`src/rtl/hog_pkg.sv`:
```
// Shared types and constants for the HOG block serializer.
package hog_pkg;

    localparam int unsigned BID_W      = 13;
    localparam int unsigned DEF_DATA_W = 288;
    localparam int unsigned DEF_BIN_W  = 32;
    localparam int unsigned NBEATS     = 4 * DEF_DATA_W / DEF_BIN_W;

    typedef enum logic {
        ST_IDLE,
        ST_SEND
    } hog_state_e;

    typedef struct packed {
        logic [BID_W-1:0]      bid;
        logic [DEF_DATA_W-1:0] fea_a;
        logic [DEF_DATA_W-1:0] fea_b;
        logic [DEF_DATA_W-1:0] fea_c;
        logic [DEF_DATA_W-1:0] fea_d;
    } hog_entry_t;

endpackage

```
`src/rtl/hog_blk_fifo.sv`:
```
// Two-entry block FIFO with full/empty flags; a push into a full FIFO is
// accepted when a pop happens on the same cycle.
module hog_blk_fifo
    import hog_pkg::*;
#(
    parameter type T = hog_entry_t
) (
    input  logic clk,
    input  logic rst,
    input  logic push,
    input  T     din,
    input  logic pop,
    output T     dout,
    output logic full,
    output logic empty
);

    T           mem [2];
    logic       wr_ptr;
    logic       rd_ptr;
    logic [1:0] count;
    logic       push_ok;
    logic       pop_ok;

    assign pop_ok  = pop && !empty;
    assign push_ok = push && (!full || pop_ok);

    always_ff @(posedge clk or negedge rst) begin
        if (!rst) begin
            wr_ptr <= 1'b0;
            rd_ptr <= 1'b0;
            count  <= '0;
        end else begin
            if (push_ok) wr_ptr <= ~wr_ptr;
            if (pop_ok)  rd_ptr <= ~rd_ptr;
            case ({push_ok, pop_ok})
                2'b10:   count <= count + 2'd1;
                2'b01:   count <= count - 2'd1;
                default: count <= count;
            endcase
        end
    end

    // Storage needs no reset; validity is tracked by count alone.
    always_ff @(posedge clk) begin
        if (push_ok) mem[wr_ptr] <= din;
    end

    assign dout  = mem[rd_ptr];
    assign full  = (count == 2'd2);
    assign empty = (count == 2'd0);

endmodule

```
`src/rtl/hog_block_serializer.sv`:
```
// Serializes queued HOG blocks (4 cells x DATA_W) into BIN_W beats.
// Optional macro HOG_SER_DROP_CNT_EN adds the saturating o_drop_cnt port.
module hog_block_serializer
    import hog_pkg::*;
#(
    parameter int unsigned DATA_W = DEF_DATA_W,
    parameter int unsigned BIN_W  = DEF_BIN_W
) (
    input  logic              clk,
    input  logic              rst,
    input  logic              i_valid,
    input  logic [BID_W-1:0]  i_bid,
    input  logic [DATA_W-1:0] i_fea_a,
    input  logic [DATA_W-1:0] i_fea_b,
    input  logic [DATA_W-1:0] i_fea_c,
    input  logic [DATA_W-1:0] i_fea_d,
    output logic              o_valid,
    input  logic              o_ready,
    output logic [BIN_W-1:0]  o_data,
    output logic [BID_W-1:0]  o_bid,
    output logic              o_sof,
    output logic              o_eof,
    output logic              o_ovf
`ifdef HOG_SER_DROP_CNT_EN
    ,
    output logic [15:0]       o_drop_cnt
`endif
);

    localparam int unsigned NB     = 4 * DATA_W / BIN_W;
    localparam int unsigned BEAT_W = $clog2(NB + 1);
    localparam logic [BEAT_W-1:0] LAST_BEAT = BEAT_W'(NB - 1);

    if (DATA_W % BIN_W != 0) begin : g_bad_width
        $error("DATA_W must be a multiple of BIN_W");
    end

    // Entry sized from this instance's parameters rather than the package defaults.
    typedef struct packed {
        logic [BID_W-1:0]  bid;
        logic [DATA_W-1:0] fea_a;
        logic [DATA_W-1:0] fea_b;
        logic [DATA_W-1:0] fea_c;
        logic [DATA_W-1:0] fea_d;
    } entry_t;

    hog_state_e        state;
    hog_state_e        state_nxt;
    logic [BEAT_W-1:0] beat_cnt;
    entry_t            fifo_din;
    entry_t            head;
    logic              fifo_full;
    logic              fifo_empty;
    logic              hs;
    logic              last_hs;
    logic              drop;
    logic [4*DATA_W-1:0] blk_vec;

    assign fifo_din = '{bid: i_bid, fea_a: i_fea_a, fea_b: i_fea_b,
                        fea_c: i_fea_c, fea_d: i_fea_d};

    hog_blk_fifo #(
        .T (entry_t)
    ) u_fifo (
        .clk   (clk),
        .rst   (rst),
        .push  (i_valid),
        .din   (fifo_din),
        .pop   (last_hs),
        .dout  (head),
        .full  (fifo_full),
        .empty (fifo_empty)
    );

    assign hs      = (state == ST_SEND) && o_ready;
    assign last_hs = hs && (beat_cnt == LAST_BEAT);
    assign drop    = i_valid && fifo_full && !last_hs;

    always_ff @(posedge clk or negedge rst) begin
        if (!rst) begin
            state    <= ST_IDLE;
            beat_cnt <= '0;
            o_ovf    <= 1'b0;
        end else begin
            state <= state_nxt;
            if (hs) beat_cnt <= last_hs ? '0 : beat_cnt + BEAT_W'(1);
            if (drop) o_ovf <= 1'b1;
        end
    end

    // After a last-beat pop another block remains if the FIFO was full or one is arriving now.
    always_comb begin
        state_nxt = state;
        case (state)
            ST_IDLE: if (!fifo_empty) state_nxt = ST_SEND;
            ST_SEND: if (last_hs && !(fifo_full || i_valid)) state_nxt = ST_IDLE;
            default: state_nxt = ST_IDLE;
        endcase
    end

    assign blk_vec = {head.fea_d, head.fea_c, head.fea_b, head.fea_a};

    always_comb begin
        o_valid = 1'b0;
        o_data  = '0;
        o_bid   = '0;
        o_sof   = 1'b0;
        o_eof   = 1'b0;
        if (state == ST_SEND) begin
            o_valid = 1'b1;
            o_data  = blk_vec[int'(beat_cnt) * BIN_W +: BIN_W];
            o_bid   = head.bid;
            o_sof   = (beat_cnt == '0);
            o_eof   = (beat_cnt == LAST_BEAT);
        end
    end

`ifdef HOG_SER_DROP_CNT_EN
    always_ff @(posedge clk or negedge rst) begin
        if (!rst) begin
            o_drop_cnt <= '0;
        end else if (drop && (o_drop_cnt != '1)) begin
            o_drop_cnt <= o_drop_cnt + 16'd1;
        end
    end
`endif

endmodule

```
`config.mk`:
```
export PLATFORM = sky130hd
export DESIGN_NAME = hog_block_serializer
export DESIGN_NICKNAME = d
export VERILOG_FILES = /design/src/rtl/hog_pkg.sv /design/src/rtl/hog_blk_fifo.sv /design/src/rtl/hog_block_serializer.sv
export SDC_FILE = /design/constraint.sdc
export NUM_CORES = 2
export LEC_CHECK = 0
export ABC_CLOCK_PERIOD_IN_PS = 67800
export BUFFER_PORTS_ARGS = -buffer_cell sky130_fd_sc_hd__buf_4
export CAP_MARGIN = 10
export CORE_MARGIN = 1
export CORE_UTILIZATION = 40
export DETAILED_ROUTE_END_ITERATION = 8
export GPL_TIMING_DRIVEN = 0
export MAX_ROUTING_LAYER = met4
export PLACE_DENSITY_LB_ADDON = 0.12
export SYNTH_ARGS = -nofsm -noshare
export SYNTH_HDL_FRONTEND = slang
export SYNTH_SLANG_ARGS = --single-unit
```
`constraint.sdc`:
```
create_clock -name clk -period 67.8 [get_ports clk]
set_input_delay 6.78 -clock clk [delete_from_list [all_inputs] [get_ports clk]]
set_output_delay 6.78 -clock clk [all_outputs]
set_load 0.05 [all_outputs]
```
==> flow_summary.json <==
{
  "cts_buffers": 275,
  "place_hpwl_um": 281000,
  "cp_num_cells": 10,
  "grt_overflow": 0,
  "rows": 173,
  "initial_core_util": 0.402,
  "cts_max_path_buffers": 4,
  "ys_seq_area_frac": 0.786,
  "worstPathArrival_ns": 5.71,
  "grt_pass1_vias": 51100,
  "grt_busiest_layer": "met2",
  "worstPathRequired_ns": 61.02,
  "dp.cells": 8316,
  "fin_nets": 6789,
  "io_buffers": 1217,
  "use_met2": 0.528,
  "path_cells": "buf_4, buf_6, buf_2, buf_2, mux4_2, mux2i_1, o21ai_0, o21ai_0, o211ai_1, buf_4",
  "ant_nets": 0,
  "use_met3": 0.107,
  "final_common_cell": "edfxtp_1",
  "vdd_ir_drop_max_uv": 28.4,
  "die_x_um": 475,
  "setup_viol": 0,
  "switching_share": 0.338,
  "cts-root-buf": "clkbuf_16",
  "antenna_found_initial": 207,
  "synth-edff-count": 2330,
  "crit_path_max_fanout": 10,
  "postCtsResizedCells": 0,
  "p_leak_uw": 0.0385,
  "synth_fp_nets": 5170,
  "num-fill-cells": 18200,
  "area_delta_synth_final_pct": 26.8,
  "fin_cells": 8939,
  "cpMaxStageDelayCell": "o21ai_0",
  "slowest_delay_ns": 0.84,
  "dr.pass1.iters": 6,
  "p_int_uw": 3210,
  "path_clk_slew_ns": 0.06,
  "synth_top_flop_cell": "edfxtp_1",
  "tns_ns": 0,
  "coreArea_sq_um": 222000,
  "synth_cells": 3999,
  "crit_family": "buffers and inverters",
  "drc": 0,
  "worstSetupPathType": "register to output pin",
  "hold_path.class": "register to register",
  "path_buf_inv": 5,
  "cts_setup_buffers": 0,
  "avgViaCountPerCell": 5.79,
  "synth_area_per_cell_sq_um": 22.4,
  "grt_max_degree": 33,
  "grt_pass1_wl_um": 473000,
  "r2r_cells": 14,
  "fmax_ghz": 0.0800,
  "relSlewSlack": 0.0851,
  "clock-sinks": 2342,
  "power_density_nw_per_um2": 42.7,
  "place_congestion": 0.867,
  "period_share": 0.184,
  "p_sw_uw": 1640,
  "status": "finished clean",
  "min_path_cells": 1,
  "ctsHoldBuffers": 0,
  "worstSetupStartpointType": "register",
  "synth.ff_latch_count": 2342,
  "synth.area.top_cells": "edfxtp_1, mux4_2, mux2i_1",
  "power_frac_comb": 0.298,
  "first_iter_violations": 7028,
  "clkPwrFrac": 0.285,
  "fin_util": 0.510,
  "hold_viol_final": 0,
  "synth.top_cell.area_share": 0.782,
  "worst_slew_pin_slew_ns": 1.37,
  "cap_violations": 0,
  "cts_tree": "yes",
  "syn-cell-area_sq_um": 89400,
  "met1_usage": 0.403,
  "most-common-layout-cells": "edfxtp_1, buf_4, mux4_2",
  "wire_per_inst_um": 41.3,
  "insertion_delay_ns": 0.93,
  "die_area_sq_um": 225000,
  "crit_path_end_kind": "output pin",
  "drive_gt1_frac": 0.412,
  "ioPinCount": 1218,
  "yosysTopAreaCell": "edfxtp_1",
  "final_max_slew_viol_count": 0,
  "ys_async_sr_fraction": 0.00512,
  "routed_wl_um": 369000,
  "track_usage": 0.333,
  "die_h_um": 475,
  "synthDistinctLibCells": 63,
  "rsz0062_at_grt": "false",
  "synth_warnings": 0,
  "finalCriticalPeriod_ns": 12.49,
  "skew_ns": 0.0723,
  "cts_max_level": 5,
  "share_seq_of_total_power": 0.417,
  "via_count": 51700
}
layout make-up:
cell class,instances,area [sq um],area share
clock inverter,106,805,0.00710
timing repair buffer,1342,11600,0.102
antenna,173,433,0.00382
clock buffer,344,7310,0.0645
sequential,2342,70300,0.620
buffer,209,1310,0.0115
tap,2975,3720,0.0328
multi-input combinational,1440,17900,0.158
inverter,8,30.0,0.000265
cells by family after synthesis:
kind of cell | share of synthesized area
AO/OA/AOI/OAI | 0.0260
XOR/XNOR | 0.000490
adder cells (fa/ha/maj) | 0.000280
buffers and inverters | 0.0147
flip-flops | 0.786
multiplexers | 0.155
AND/OR/NAND/NOR | 0.0180
stage by stage:
stage          power (uW)  hold slack, ns  setup slack (ns)  area, sq um
2_1_floorplan        3430           0.468              9.65        89400
3_3_place_gp         4580           0.479            -22.73       102000
3_5_place_dp         3490           0.475             56.27       105000
4_1_cts              4860           0.493             55.33       113000
5_1_grt              4970           0.533             55.32       113000
6_report             4850           0.489             55.31       113000
cells in the mapped netlist (4+ instances only):
cell type	number
edfxtp_1	2330
o41a_1	9
a32oi_1	10
buf_1	16
mux2i_1	217
buf_2	71
and3_1	7
a22oi_1	90
a221oi_1	6
mux2_2	12
nor2_1	65
nand4_1	11
nand3_1	62
a31oi_1	35
o21ai_1	4
xnor2_1	4
dfrtp_1	12
nand2b_1	8
nor4_1	4
o211ai_1	16
o221ai_1	8
inv_1	4
mux4_2	512
clkbuf_1	52
a21oi_1	31
nor2b_1	8
nor3_1	28
o21ai_0	25
a2111oi_0	5
nand2_1	154
a211oi_1	8
buf_4	32
buf_6	37
o22ai_1	59
worst register-to-register path: stages (launching register included):
cell and delay, ns:
dfrtp_1 0.37, clkbuf_1 0.63, buf_16 0.23, nand3_1 0.25, nor2_1 0.25, o21ai_0 0.32
nor2_4 0.63, buf_12 0.29, buf_12 0.22, buf_16 0.21, buf_12 0.25, buf_12 0.24
buf_12 0.25, buf_12 0.26, buf_12 0.25
power groups by stage:
stage / registers (uW) / clock network (uW) / logic [uW]
after floorplan: 2770 / 0 / 660
after CTS: 2020 / 1390 / 1440
after detailed placement: 2050 / 0 / 1440
after global placement: 3260 / 0 / 1320
after global routing: 2040 / 1440 / 1480
final: 2020 / 1380 / 1440
layer usage:
metal	wire, um	part of all wire
met5	0	0
met4	12200	0.033
met3	40100	0.11
met2	180000	0.49
met1	137000	0.37
sequential cells by signal (all words and copies together), names as in the netlist:
register and flops:
o_ovf 1, state 1, u_fifo.rd_ptr 1, u_fifo.mem 2330, beat_cnt 6, u_fifo.count 2
u_fifo.wr_ptr 1
final timing paths:
kind	slack (ns)	to	start
min reg2reg	0.49	o_ovf$_DFFE_PN0P_	o_ovf$_DFFE_PN0P_
min	0.49	o_ovf$_DFFE_PN0P_	o_ovf$_DFFE_PN0P_
max reg2reg	62.79	u_fifo.mem[1][206]$_DFFE_PP_	state$_DFF_PN0_
max	55.31	o_data[5]	beat_cnt[0]$_DFFE_PN0P_
max in group asynchronous	61.88	beat_cnt[0]$_DFFE_PN0P_	rst
min in group asynchronous	5.69	state$_DFF_PN0_	rst
Power figures use the tool's default switching activity.
